**config.mk**
```make
export PLATFORM = sky130hd
export DESIGN_NAME = fuel_gauge_ctrl
export DESIGN_NICKNAME = d
export VERILOG_FILES = /design/src/rtl/fuel_gauge_ctrl.sv
export SDC_FILE = /design/constraint.sdc
export NUM_CORES = 1
export LEC_CHECK = 0
export BUFFER_PORTS_ARGS = -buffer_cell sky130_fd_sc_hd__buf_2
export CAP_MARGIN = 20
export CORE_MARGIN = 8
export CORE_UTILIZATION = 36
export CTS_BUF_LIST = sky130_fd_sc_hd__clkbuf_8
export CTS_CLUSTER_SIZE = 40
export DETAILED_ROUTE_END_ITERATION = 7
export PLACE_DENSITY = 0.65
export SYNTH_ARGS = -nofsm -noshare
export SYNTH_HDL_FRONTEND = slang
export SYNTH_SLANG_ARGS = --single-unit
```
**constraint.sdc**
```tcl
create_clock -name clk -period 7.09 [get_ports clk]
set_clock_uncertainty 0.15 [all_clocks]
set_input_delay 0 -clock clk [delete_from_list [all_inputs] [get_ports clk]]
set_output_delay 0 -clock clk [all_outputs]
set_load 0.02 [all_outputs]
```
**src/rtl/fuel_gauge_ctrl.sv**
```systemverilog
// fuel_gauge_ctrl: HUD fuel level FSM, FUEL label coordinates and fuel bar.
// Define FUEL_BLINK_EN to blink the bar while fuel is low.
module fuel_gauge_ctrl #(
  parameter int         LABEL_X      = 16,
  parameter int         LABEL_Y      = 8,
  parameter int         LABEL_W      = 32,
  parameter int         LABEL_H      = 16,
  parameter int         BAR_X        = 56,
  parameter int         BAR_Y        = 12,
  parameter int         BAR_H        = 8,
  parameter int         FUEL_MAX     = 100,
  parameter int         DRAIN_FRAMES = 30,
  parameter int         REFILL       = 25,
  parameter int         LOW_THRESH   = 20,
  parameter logic [7:0] BAR_COLOR    = 8'b00011100,
  parameter logic [7:0] LOW_COLOR    = 8'b11100000,
  parameter int         BLINK_FRAMES = 8
) (
  input  logic        clk,
  input  logic        resetN,
  input  logic [10:0] pixelX,
  input  logic [10:0] pixelY,
  input  logic        startOfFrame,
  input  logic        gameStart,
  input  logic        fuelPickup,
  output logic        labelInside,
  output logic [10:0] labelOffsetX,
  output logic [10:0] labelOffsetY,
  output logic        fuelBarDR,
  output logic [7:0]  fuelBarRGB,
  output logic        fuelLow,
  output logic        fuelEmpty,
  output logic [6:0]  fuelLevel
);

  typedef enum logic [1:0] {
    S_IDLE, S_RUN, S_LOW, S_EMPTY
  } state_t;

  localparam int            CW       = $clog2(DRAIN_FRAMES);
  localparam logic [6:0]    LVL_MAX  = 7'(FUEL_MAX);
  localparam logic [6:0]    LVL_LOW  = 7'(LOW_THRESH);
  localparam logic [7:0]    REF8     = 8'(REFILL);
  localparam logic [CW-1:0] CNT_LAST = CW'(DRAIN_FRAMES - 1);

  if (BLINK_FRAMES < 1) begin : g_bad_blink
    $error("BLINK_FRAMES must be positive");
  end

  state_t        state, state_nx;
  logic [6:0]    level, level_nx, disp;
  logic [CW-1:0] cnt, cnt_nx;
  logic [7:0]    sum;
  logic          dec;

  always_ff @(posedge clk or negedge resetN) begin
    if (!resetN) begin
      state <= S_IDLE;
      level <= LVL_MAX;
      disp  <= LVL_MAX;
      cnt   <= '0;
    end else begin
      state <= state_nx;
      level <= level_nx;
      cnt   <= cnt_nx;
      if (startOfFrame) disp <= level;
    end
  end

  // State reacts to the registered level, one cycle after it changes
  always_comb begin
    state_nx = state;
    level_nx = level;
    cnt_nx   = cnt;
    sum      = {1'b0, level};
    dec      = 1'b0;
    if (gameStart) begin
      state_nx = S_RUN;
      level_nx = LVL_MAX;
      cnt_nx   = '0;
    end else begin
      unique case (state)
        S_RUN, S_LOW: begin
          if (level == 7'd0)         state_nx = S_EMPTY;
          else if (level <= LVL_LOW) state_nx = S_LOW;
          else                       state_nx = S_RUN;
          if (startOfFrame) begin
            if (cnt == CNT_LAST) begin
              cnt_nx = '0;
              dec    = 1'b1;
            end else begin
              cnt_nx = cnt + 1'b1;
            end
          end
          if (fuelPickup) sum = sum + REF8;
          if (dec && sum != 8'd0) sum = sum - 8'd1;
          level_nx = (sum > {1'b0, LVL_MAX}) ? LVL_MAX : sum[6:0];
        end
        default: ;
      endcase
    end
  end

  assign fuelLow   = (state == S_LOW);
  assign fuelEmpty = (state == S_EMPTY);
  assign fuelLevel = level;

  logic lab_in;
  assign lab_in = pixelX >= 11'(LABEL_X)
               && pixelX <  11'(LABEL_X + LABEL_W)
               && pixelY >= 11'(LABEL_Y)
               && pixelY <  11'(LABEL_Y + LABEL_H);

  always_ff @(posedge clk or negedge resetN) begin
    if (!resetN) begin
      labelInside  <= 1'b0;
      labelOffsetX <= '0;
      labelOffsetY <= '0;
    end else begin
      labelInside  <= lab_in;
      labelOffsetX <= lab_in ? pixelX - 11'(LABEL_X) : '0;
      labelOffsetY <= lab_in ? pixelY - 11'(LABEL_Y) : '0;
    end
  end

  logic bar_hit, show, hit_q, warn_q;
  logic [7:0] bar_col;
  assign bar_hit = pixelY >= 11'(BAR_Y)
                && pixelY <  11'(BAR_Y + BAR_H)
                && pixelX >= 11'(BAR_X)
                && pixelX <  11'(BAR_X) + {4'd0, disp};

`ifdef FUEL_BLINK_EN
  localparam int BW = (BLINK_FRAMES > 1) ? $clog2(BLINK_FRAMES) : 1;
  localparam logic [BW-1:0] BLK_LAST = BW'(BLINK_FRAMES - 1);
  logic [BW-1:0] bcnt;
  logic          blink;

  always_ff @(posedge clk or negedge resetN) begin
    if (!resetN) begin
      bcnt  <= '0;
      blink <= 1'b0;
    end else if (state != S_LOW) begin
      bcnt  <= '0;
      blink <= 1'b0;
    end else if (startOfFrame) begin
      if (bcnt == BLK_LAST) begin
        bcnt  <= '0;
        blink <= ~blink;
      end else begin
        bcnt <= bcnt + 1'b1;
      end
    end
  end

  assign show = bar_hit && !blink;
`else
  assign show = bar_hit;
`endif

  assign bar_col = !hit_q ? 8'h00 : (warn_q ? LOW_COLOR : BAR_COLOR);

  // Two stages so the bar lines up with the label bitmap output
  always_ff @(posedge clk or negedge resetN) begin
    if (!resetN) begin
      hit_q      <= 1'b0;
      warn_q     <= 1'b0;
      fuelBarRGB <= 8'h00;
      fuelBarDR  <= 1'b0;
    end else begin
      hit_q      <= show;
      warn_q     <= (state == S_LOW) || (state == S_EMPTY);
      fuelBarRGB <= bar_col;
      fuelBarDR  <= (bar_col != 8'h00);
    end
  end

endmodule

```
## Word-level counts from Yosys, hierarchy flattened

Cells that the tools add are included.

- Memory bits (writable): 0
- Word-level logic and storage cells: 71
- Bits in registers: 55
- Memories: 0
- Bits of input ports: 27
- Bits in read-only memories: 0
- Bits in latches: 0
- Output and inout port bits: 41

- Bitwise gates (word level): 0
- Multiplexer cells: 25
- Eq/ne operators: 4
- Div/mod/pow operators: 0
- Multiply operators: 0
- $lt $le $gt $ge: 10
- Reductions and logical operators: 15
- Shift-type cells: 0
- Add/sub/neg operators: 6

Operators with widths:

| kind | count |
|---|---|
| 8-bit 2-to-1 mux | 8 |
| 11-bit by 4-bit >= comparator with 1-bit output, second input constant | 2 |
| 11-bit by 5-bit less-than comparator with 1-bit output, second input constant | 2 |
| 11-bit 2-to-1 mux | 2 |
| 7-bit 2-to-1 mux | 3 |
| 5-bit 2-to-1 mux | 4 |
| 8-bit nonzero test | 2 |
| 11-bit by 5-bit >= comparator with 1-bit output, second input constant | 1 |
| 11-bit by 6-bit >= comparator with 1-bit output, second input constant | 1 |
| 11-bit by 6-bit less-than comparator with 1-bit output, second input constant | 1 |
| 11-bit by 8-bit less-than comparator with 1-bit output | 1 |
| 11-bit by 4-bit subtractor with 11-bit output, second input constant | 1 |
| 11-bit by 5-bit subtractor with 11-bit output, second input constant | 1 |
| 6-bit by 7-bit adder with 8-bit output, first input constant | 1 |
| 7-bit by 5-bit adder with 8-bit output, second input constant | 1 |
| 8-bit by 7-bit greater-than comparator with 1-bit output, second input constant | 1 |
| 2-bit 2-to-1 mux | 4 |
| 8-bit by 1-bit subtractor with 8-bit output, second input constant | 1 |
| 7-bit by 5-bit less-or-equal comparator with 1-bit output, second input constant | 1 |
| 1-bit logical AND | 7 |
| 7-bit logical NOT | 1 |
| 5-bit by 1-bit adder with 5-bit output, second input constant | 1 |
| 5-bit equality test, second input constant | 1 |
| 2-bit equality test, second input constant | 2 |
| other kinds (6) | 10 |

## Logic depth before layout (Yosys ltp)

Gate-level depths: netlist (run 1).

- Depth in word-level cells: 13
- Mapped depth: 12
- Mapped depth without buffers: 11

## Least setup slack after synthesis (run 1)

Ideal clock, no wire load.

- Kind: reg-to-reg
- From: register level[0], in the netlist fuelLevel[0]
- To: register level[4], in the netlist fuelLevel[4]
- Stages on the path, launching flop included: 11
- Data required time: 6873 ps
- Slack: 4025 ps
- Setup time: 67 ps
- Path buffers: 1
- Period minus slack after synthesis: 3065 ps
- Arrival: 2848 ps
- Path through: dfrtp_1 buf_2 inv_1 ha_1 mux2i_1 nand2_1 or2_1 or4_4 a311oi_4 and2_1 a22o_1

- Cells in the longest elaborated chain, start to end: 13
- Elaborated cells between the ends (all ways): 14
- Classes of those cells: 2 x add/sub; 1 x order compare; 9 x mux; 2 x reduce/logical

RTL lines:

| element | line | source |
|---|---|---|
| start, declared | 51 | `logic [6:0] level, level_nx, disp;` |
| start signal, assigned | 64 | `level <= level_nx;` |
| 7-bit by 5-bit adder with 8-bit output | 95 | `if (fuelPickup) sum = sum + REF8;` |
| 8-bit 2-to-1 mux * | 95 |  |
| 8-bit 2-to-1 mux * | 82 | `unique case (state)` |
| 8-bit 2-to-1 mux * | 77 | `if (gameStart) begin` |
| branches (longest 2 deep; another with 8-bit by 1-bit subtractor with 8-bit output) | -- |  |
| 8-bit 2-to-1 mux * | 96 | `if (dec && sum != 8'd0) sum = sum - 8'd1;` |
| 8-bit 2-to-1 mux * | 82 |  |
| 8-bit 2-to-1 mux * | 77 |  |
| 8-bit by 7-bit greater-than comparator with 1-bit output | 97 | `level_nx = (sum > {1'b0, LVL_MAX}) ? LVL_MAX : sum[6:0];` |
| 7-bit 2-to-1 mux * | 97 |  |
| 7-bit 2-to-1 mux * | 82 |  |
| 7-bit 2-to-1 mux * | 77 |  |

Every way passes the cells marked *. The select of a mux whose other input is x is not followed.
A chain may end at the register's enable or synchronous reset.

## Worst setup path in the final report (run 1)

Ends and elaborated chain as after synthesis.

==> results of run 1 <==
[area by class of cell]
cell class,count,area (um^2)
clock buffer,5,68.8
clock inverter,3,38.8
fill,791,4370
inverter,22,82.6
multi-input combinational,225,1570
sequential,49,1230
tap,105,131
timing repair buffer,91,596
[state kept, by name, summed over array words and instances (netlist names)]
name / cells
labelOffsetY: 11
warn_q: 1
fuelLevel: 7
disp: 7
fuelBarDR: 1
cnt: 5
fuelBarRGB: 2
labelOffsetX: 11
labelInside: 1
hit_q: 1
state: 2
[worst min path at each step]
stage / depth (start not counted) / slack (ps) / startpoint / to
3_5_place_dp: 2 / 90 / pixelX[0] / labelOffsetX[0]
5_1_grt: 4 / 40 / pixelX[6] / labelOffsetX[7]
3_3_place_gp: 2 / 80 / pixelY[3] / labelOffsetY[3]
2_1_floorplan: 0 / -450 / resetN / cnt[0]
4_1_cts: 4 / 3 / pixelX[6] / labelOffsetX[7]
6_report: 4 / 10 / pixelX[6] / labelOffsetX[7]
[repair_timing]
item	in CTS	in global routing
buffers inserted	0	0
hold buffers	25	0
hold endpoints to repair	75	0
[layout by cell type, fill, tap and decap left out, drive strengths merged, types with 2 or more instances in the layout]
cell type and n:
buf 66, dfrtp 43, nor2 32, dlygate4sd3 25
nand2 24, inv 23, ha 22, o21ai 13
and2 12, nor3 12, xnor2 11, nand3 10
a21oi 9, a21o 7, nor2b 6, dfstp 6
clkbuf 5, mux2 5, xor2 4, a211oi 4
or2 4, nor4 3, nand2b 3, o31ai 3
and3 3, o22ai 3, o41ai 2, nor4b 2
mux2i 2, o21a 2, a41oi 2, or4 2
a2bb2oi 2, a22o 2, conb 2
[Yosys cell counts (all sizes together), types with 5 or more instances]
master,count
a21o,7
a21oi,9
and2,12
buf,9
clkbuf,6
dfrtp,43
dfstp,6
ha,22
inv,22
mux2,5
nand2,24
nand3,10
nor2,32
nor2b,6
nor3,12
o21ai,13
xnor2,11
[worst reg2reg max path, delay by kind of cell, from the launching register on]
| family | cells | cell delay (ps) |
|---|---|---|
| AO/OA/AOI/OAI | 3 | 850 |
| flip-flops | 1 | 510 |
| adder cells (fa/ha/maj) | 1 | 330 |
| AND/OR/NAND/NOR | 5 | 1290 |
[logic make-up (layout without fill, tap and decap cells)]
| family | count (synthesis) | after routing | share of synthesized area |
|---|---|---|---|
| AND/OR/NAND/NOR | 117 | 117 | 0.199 |
| AO/OA/AOI/OAI | 62 | 62 | 0.164 |
| flip-flops | 49 | 49 | 0.416 |
| buffers and inverters | 37 | 121 | 0.0557 |
| adder cells (fa/ha/maj) | 22 | 22 | 0.0928 |
| XOR/XNOR | 15 | 15 | 0.0443 |
| multiplexers | 7 | 7 | 0.0270 |
| other | 1 | 2 | 0.00126 |
[report_power, final]
part           total, mW  leakage, nW  switching [mW]  internal [mW]
clock              0.192       0.0593          0.0887          0.103
combinational     0.0670         1.15          0.0359         0.0311
sequential         0.286        0.656         0.00336          0.283
[through the flow]
step | instance area (um^2) | cells | setup slack (ps) | util
after floorplan | 2970 | 311 | 4030 | -
after global placement | 3340 | 466 | 4010 | 0.413
after detailed placement | 3340 | 466 | 3900 | 0.413
after CTS | 3700 | 499 | 3870 | 0.457
after global routing | 3720 | 500 | 3660 | 0.460
final | 3720 | 500 | 3880 | 0.460
[metal layers]
layer,up-vias,global-route usage,part of all wire
met1,1172,0.159,0.44
met4,0,0.0342,0.0087
li1,1231,-,-
met2,79,0.212,0.47
met5,-,0,0
met3,4,0.0360,0.074
==> flow_metrics.env, run 1 <==
export IMPL_synth_top_area_share=0.363
export IMPL_max_cap_violations=0
export IMPL_regToRegStartpoint="fuelLevel[0]"
export IMPL_yosys_most_used_dff="dfrtp_1"
export IMPL_yosys_register_bits=49
export IMPL_gr_usage_all_layers=0.128
export IMPL_timing_rr_end="fuelLevel[4]"
export IMPL_fp_row_count=33
export IMPL_crit_slowest_cell="or4_4"
export IMPL_dp_hpwl_um=5220
export IMPL_max_freq_mhz=312
export IMPL_path_cells="ha_1, and2_1, o21a_1, nor2_1, nand2_1, or4_4, a311oi_4, and2_1, a22o_1"
export IMPL_cp_required_ps=7170
export IMPL_cts_sinks=49
export IMPL_gp_congestion=0.839
export IMPL_numPortBuffers=65
export IMPL_fp_dieArea_mm2=0.0114
export IMPL_grt_pass1_vias=2560
export IMPL_drt_first_pass_iters=4
export IMPL_synth_warnings=0
export IMPL_syn_instance_count=310
export IMPL_power_density_mw_per_mm2=146
export IMPL_avgRoutedWirePerCell_um=14.0
export IMPL_post_cts_resized=0
export IMPL_antenna_found_initial=0
export IMPL_root_buffer="clkbuf_8"
export IMPL_critPathKind="register to register"
export IMPL_route_detailed_vias_per_inst=4.97
export IMPL_drive_above_1_share=0.243
export IMPL_synth_seq_area_share=0.416
export IMPL_cp_depth=9
export IMPL_worst_pin_slew_ps=649
export IMPL_cp_num_buf_inv=0
export IMPL_netlist_cell_type_count=60
export IMPL_cp_end_kind="register"
export IMPL_grt_max_degree=50
export IMPL_avgSynthCellArea_um2=9.57
export IMPL_cts_buffers=5
export IMPL_setup_violations=0
export IMPL_finalPower_mw=0.545
export IMPL_grt_pass1_wl_um=12100
export IMPL_r2r_cells=9
export IMPL_antenna_cells=0
export IMPL_clkTransAtPathRegs_ps=90
export IMPL_whs_ps=11.0
export IMPL_hp_class="primary input to register"
export IMPL_r2r_setup_slack_ps=3880
export IMPL_clk_latency_ps=300
export IMPL_cts_tree="yes"
export IMPL_start_util=0.367
export IMPL_nNetsFinal=443
export IMPL_rsz0062_at_grt="no"
export IMPL_die_h_um=107
export IMPL_cp_arrival_ps=3290
export IMPL_endpoint="fuelLevel[4]"
export IMPL_setup_worst_path_start="fuelLevel[0]"
export IMPL_ios=68
export IMPL_fin_crit_ps=3210
export IMPL_irDropWorstVdd_mv=0.0722
export IMPL_worstSetupStartpointType="register"
export IMPL_yosysTopAreaCell="dfrtp_1"
export IMPL_drt_iter0_markers=211
export IMPL_routed_via_count=2486
export IMPL_ant_nets=0
export IMPL_synth_edf_count=0
export IMPL_synth_area_leaders="dfrtp_1 (36%), ha_1 (9.3%), dfstp_2 (5.3%), nor2_1 (4.0%), xnor2_1 (3.2%)"
export IMPL_cts_htree_levels=2
export IMPL_leakage_nw=1.87
export IMPL_critPathMaxFanout=11
export IMPL_overflow=0
export IMPL_outcome="finished clean"
export IMPL_fp_dieW_um=107
export IMPL_synthArstFlopShare=1.00
export IMPL_setup_tns_ps=0
export IMPL_syn_area_mm2=0.00297
export IMPL_hold_violations=0
export IMPL_clockBufferDepth=2
export IMPL_crit_family="simple AND/OR/NAND/NOR gates"
export IMPL_min_period_over_period=0.452
export IMPL_wl_um=6980
export IMPL_drc=0
export IMPL_areaGrowthSynthToFinish_pct=25.5
export IMPL_slew_limit_headroom=0.566
export IMPL_report_final_slew_viol_count=0
export IMPL_cp_common_cell="and2_1"
export IMPL_cp_slowest_stage_delay_ps=530
export IMPL_fp_coreArea_mm2=0.00809
(Power assumes the default switching activity.)
==> run 2, diff against run 1 <==
Clock period 7.09 ns to 3.14 ns, I/O delays scaled along.
==> flow_metrics.env, run 2 (same netlist as run 1, synthesis figures left out) <==
export IMPL_outcome="finished clean"
export IMPL_routed_via_count=2564
export IMPL_ant_nets=0
export IMPL_crit_family="compound AO/OA/AOI/OAI gates"
export IMPL_cts_sinks=49
export IMPL_dp_hpwl_um=5460
export IMPL_antenna_cells=0
export IMPL_cts_setup_buffers=0
export IMPL_start_util=0.367
export IMPL_final_common_cell="buf_2"
export IMPL_fp_row_count=33
export IMPL_route_detailed_vias_per_inst=5.04
export IMPL_cp_slowest_stage_delay_ps=460
export IMPL_grt_pass1_vias=2515
export IMPL_cts_buffers=5
export IMPL_r2r_setup_slack_ps=140
export IMPL_max_cap_violations=0
export IMPL_grt_pass1_wl_um=12300
export IMPL_cp_common_cell="ha_1"
export IMPL_numPortBuffers=65
export IMPL_min_period_over_period=0.955
export IMPL_slew_limit_headroom=0.614
export IMPL_gp_congestion=0.890
export IMPL_reg_top3="labelOffsetX: 11 flops, labelOffsetY: 11 flops"
export IMPL_power_density_mw_per_mm2=315
export IMPL_worst_pin_slew_ps=572
export IMPL_setup_violations=0
export IMPL_cts_tree="yes"
export IMPL_die_h_um=107
export IMPL_setup_tns_ps=0
export IMPL_cp_arrival_ps=3100
export IMPL_gr_usage_all_layers=0.131
export IMPL_fp_dieArea_mm2=0.0114
export IMPL_fin_ws_ps=142
export IMPL_place_inst=474
export IMPL_final_cell_mix="buf_2 (65), dfrtp_1 (42), nor2_1 (32)"
export IMPL_irDropWorstVdd_mv=0.144
export IMPL_path_cells="inv_1, ha_1, mux2i_2, ha_1, nand2_1, a2111oi_4, and2_4, nor4b_1, a311oi_4, and2_1, a22o_1"
export IMPL_critPathKind="register to register"
export IMPL_drt_iter0_markers=136
export IMPL_hold_violations=0
export IMPL_critPathMaxFanout=8
export IMPL_nNetsFinal=452
export IMPL_whs_ps=74.4
export IMPL_cp_end_kind="register"
export IMPL_hp_class="primary input to register"
export IMPL_clockBufferDepth=2
export IMPL_drive_above_1_share=0.267
export IMPL_fin_crit_ps=3000
export IMPL_overflow=0
export IMPL_ios=68
export IMPL_grt_max_degree=50
export IMPL_max_freq_mhz=334
export IMPL_cp_num_buf_inv=1
export IMPL_worstSetupStartpointType="register"
export IMPL_clk_latency_ps=310
export IMPL_wl_um=7210
export IMPL_antenna_found_initial=0
export IMPL_clkTransAtPathRegs_ps=100
export IMPL_drc=0
export IMPL_avgRoutedWirePerCell_um=14.2
export IMPL_leakage_nw=1.89
export IMPL_fp_coreArea_mm2=0.00809
export IMPL_drt_first_pass_iters=4
export IMPL_final_util=0.468
export IMPL_fp_dieW_um=107
export IMPL_pre_cts_slack_ps=71.1
export IMPL_areaGrowthSynthToFinish_pct=27.7
export IMPL_cp_required_ps=3240
export IMPL_cts_htree_levels=2
export IMPL_crit_slowest_cell="dfrtp_2"
export IMPL_root_buffer="clkbuf_8"
export IMPL_final_cells=509
export IMPL_report_final_slew_viol_count=0
==> run 2: what timing repair did <==
item                       4_1_cts  5_1_grt
setup endpoints to repair        0        7
hold endpoints to repair        77        5
hold buffers                    25        1
resized for setup                0        3
==> run 2: cell type report <==
class | count | area (um^2)
multi-input cells | 225 | 1580
flip-flops and latches | 49 | 1230
clock buffers | 5 | 68.8
fillers | 805 | 4310
well taps | 105 | 131
clock inverters | 3 | 26.3
repair buffers | 100 | 666
inverters | 22 | 82.6
==> run 2: where the power goes <==
| part | switching [mW] | internal, mW |
|---|---|---|
| Combinational | 0.0836 | 0.0734 |
| Clock | 0.229 | 0.162 |
| Sequential | 0.00681 | 0.638 |
| Total | 0.320 | 0.874 |
==> run 2: per-layer routing <==
metal,vias up,share of wire,GRT usage
li1,1255,-,-
met1,1205,0.46,0.169
met2,91,0.45,0.206
met3,13,0.073,0.0312
met4,0,0.017,0.0492
met5,-,0,0
==> run 2: path summary, 6_finish.rpt <==
check                        startpoint      endpoint  depth (start not counted)
min in group asynchronous        resetN        cnt[4]                          3
hold reg to reg                   hit_q     fuelBarDR                          0
setup reg to reg           fuelLevel[1]  fuelLevel[4]                         11
setup / recovery           fuelLevel[1]  fuelLevel[4]                         11
max in group asynchronous        resetN       disp[5]                          4
hold / removal               pixelY[10]   labelInside                          6
==> run 2: through the flow <==
stage	cell area [um^2]	power, mW
2_1_floorplan	2970	0.729
3_3_place_gp	3400	0.783
3_5_place_dp	3400	0.786
4_1_cts	3750	1.20
5_1_grt	3790	1.26
6_report	3790	1.19
==> run 2: tightest hold or removal path, stage by stage <==
cell	delay [ps]
buf_2	80
nor4_1	40
nand3_1	90
inv_1	50
nand4_1	90
inv_1	110
==> run 3, diff against run 2 <==
Settings changed: ABC_AREA set to 1, MAX_ROUTING_LAYER set to met4.
Clock period 3.14 ns to 3 ns, I/O delays scaled along.
==> flow_metrics.env, run 3 <==
export IMPL_cp_arrival_ps=2580
export IMPL_clk_latency_ps=300
export IMPL_yosysTopAreaCell="dfrtp_1"
export IMPL_leakage_nw=2.06
export IMPL_numPortBuffers=65
export IMPL_fillers=779
export IMPL_dp_hpwl_um=5260
export IMPL_root_buffer="clkbuf_8"
export IMPL_clockBufferDepth=2
export IMPL_report_final_slew_viol_count=0
export IMPL_dpl_cell_area_mm2=0.00337
export IMPL_internal_power_mw=1.20
export IMPL_path_cells="inv_1, ha_1, o21ai_2, ha_1, inv_1, nor2_4, nand3_4, nand2_4, inv_2, nand2_1, nand2_1, nor2_2, nand2_2, nand3_1, o21ai_1"
export IMPL_rsz0062_at_grt="no"
export IMPL_power_frac_clock=0.182
export IMPL_cp_required_ps=3040
export IMPL_drc=0
export IMPL_setup_tns_ps=0
export IMPL_ant_nets=0
export IMPL_synth_simple_gate_area_frac=0.267
export IMPL_wl_um=6950
export IMPL_synth_common_cells="nand2_1 (77), inv_1 (53), nor2_1 (44), dfrtp_1 (43), ha_1 (22)"
export IMPL_hold_violations=0
export IMPL_start_util=0.367
export IMPL_crit_family="simple AND/OR/NAND/NOR gates"
export IMPL_max_cap_violations=0
export IMPL_stdcell_area_mm2=0.00378
export IMPL_setup_violations=0
export IMPL_combinationalPowerShare=0.423
export IMPL_cp_slowest_stage_delay_ps=440
export IMPL_cts_buffers=5
export IMPL_drt_iter0_markers=119
export IMPL_synthMuxAreaShare=0
export IMPL_yosys_area_share_adder=0.0922
export IMPL_gr_usage_all_layers=0.126
export IMPL_outcome="finished clean"
export IMPL_avgSynthCellArea_um2=8.09
export IMPL_fp_row_count=33
export IMPL_areaGrowthSynthToFinish_pct=26.7
export IMPL_grt_pass1_vias=2490
export IMPL_die_h_um=107
export IMPL_final_util=0.465
export IMPL_nNetsFinal=511
export IMPL_yosysMostFrequentCell="nand2_1"
export IMPL_critPathKind="register to register"
export IMPL_power_density_mw_per_mm2=536
export IMPL_drive_above_1_share=0.222
export IMPL_critPathMaxFanout=9
export IMPL_cts_hold_buf=29
export IMPL_syn_area_mm2=0.00298
export IMPL_synth_warnings=0
export IMPL_gp_congestion=0.901
export IMPL_worstSetupStartpointType="register"
export IMPL_hp_class="register to register"
export IMPL_routed_via_count=2596
export IMPL_synth_seq_area_share=0.413
export IMPL_ios=68
export IMPL_overflow=0
export IMPL_avgRoutedWirePerCell_um=12.2
export IMPL_final_cell_mix="nand2_1 (77), buf_2 (65), inv_1 (53)"
export IMPL_switching_power_mw=0.822
export IMPL_fp_dieW_um=107
export IMPL_syn_instance_count=369
export IMPL_synthArstFlopShare=1.00
export IMPL_crit_slowest_cell="dfrtp_1"
export IMPL_cts_sinks=49
export IMPL_fin_crit_ps=2540
export IMPL_max_freq_mhz=394
export IMPL_netSwitchingFraction=0.406
export IMPL_synth_compound_area_frac=0.0784
export IMPL_grt_pass1_wl_um=11500
export IMPL_cts_setup_buffers=0
export IMPL_cts_tree="yes"
export IMPL_fp_coreArea_mm2=0.00813
export IMPL_yosys_register_bits=49
export IMPL_grt_max_degree=50
export IMPL_cp_end_kind="register"
export IMPL_seq_power_share=0.394
export IMPL_finalPower_mw=2.03
export IMPL_cts_htree_levels=2
export IMPL_antenna_cells=0
export IMPL_worst_pin_slew_ps=650
export IMPL_clkTransAtPathRegs_ps=90
export IMPL_synth_area_leaders="dfrtp_1 (36%), nand2_1 (9.7%), ha_1 (9.2%), inv_1 (6.7%), nor2_1 (5.5%)"
export IMPL_synth_xor_area_frac=0.0499
export IMPL_yosys_most_used_dff="dfrtp_1"
export IMPL_synth_edf_count=0
export IMPL_reg_top3="labelOffsetX: 11 flops, labelOffsetY: 11 flops"
export IMPL_slew_limit_headroom=0.566
export IMPL_min_period_over_period=0.846
export IMPL_antenna_found_initial=0
export IMPL_route_detailed_vias_per_inst=4.57
export IMPL_cp_num_buf_inv=3
export IMPL_netlist_cell_type_count=41
export IMPL_fp_dieArea_mm2=0.0115
export IMPL_irDropWorstVdd_mv=0.345
export IMPL_synth_top_family_by_area="simple AND/OR/NAND/NOR gates"
export IMPL_final_common_cell="nand2_1"
export IMPL_synth_top_area_share=0.361
export IMPL_drt_first_pass_iters=4
export IMPL_whs_ps=268
export IMPL_post_cts_resized=0
[run 3: cell types whose count changed after synthesis, sizes merged, moves of 6 or more]
cell	previous run	this run
nand3	10	23
nor2	32	51
nor2b	6	0
nand2	24	82
inv	22	58
a21o	7	0
o21ai	13	19
xor2	4	11
and2	12	0
[run 3: layout make-up]
class	count	area (um^2)	area share
Timing Repair Buffer	96	646	0.171
Clock inverter	3	17.5	0.00463
Inverter	58	220	0.0583
Multi-Input combinational cell	252	1460	0.387
Clock buffer	5	68.8	0.0182
Tap cell	105	131	0.0348
Sequential cell	49	1230	0.326
[run 3: per-stage QoR]
| stage | instances | setup WS (ps) |
|---|---|---|
| after floorplan | 370 | 636 |
| after global placement | 529 | 580 |
| after detailed placement | 529 | 491 |
| after CTS | 566 | 472 |
| after global routing | 568 | 258 |
| final | 568 | 461 |
[run 3: logic make-up (layout without fill, tap and decap cells)]
kind of cell	count (synthesis)	count (layout)
simple gates	174	174
compound gates	37	37
flops	49	49
fa+ha+maj	22	22
buf+inv	69	162
other cells	1	2
xor+xnor	17	17
[run 3: routing by layer]
layer,routed length (um),track usage,vias up
met5,0,-,-
met4,127,0.0412,0
met3,416,0.0294,10
met2,3300,0.207,75
met1,3110,0.150,1169
li1,-,-,1342
[run 3: worst paths after layout]
| kind | endpoint | slack, ps | from | cells after the start |
|---|---|---|---|---|
| worst min register to register | fuelBarDR | 270 | hit_q | 0 |
| worst max-delay path | fuelLevel[0] | 460 | fuelLevel[0] | 15 |
| worst min-delay path | fuelBarDR | 270 | hit_q | 0 |
| max in group asynchronous | fuelLevel[2] | 1710 | resetN | 4 |
| min in group asynchronous | labelOffsetY[5] | 460 | resetN | 3 |
| worst max register to register | fuelLevel[0] | 460 | fuelLevel[0] | 15 |
[run 3: power groups by stage]
| stage | sequential (mW) | combinational [mW] | clock [mW] |
|---|---|---|---|
| finish | 0.800 | 0.858 | 0.370 |
| global route | 0.806 | 0.989 | 0.414 |
| CTS | 0.797 | 0.858 | 0.383 |
| detailed placement | 0.810 | 0.825 | 0 |
| global placement | 0.805 | 0.815 | 0 |
| floorplan | 0.831 | 0.589 | 0 |
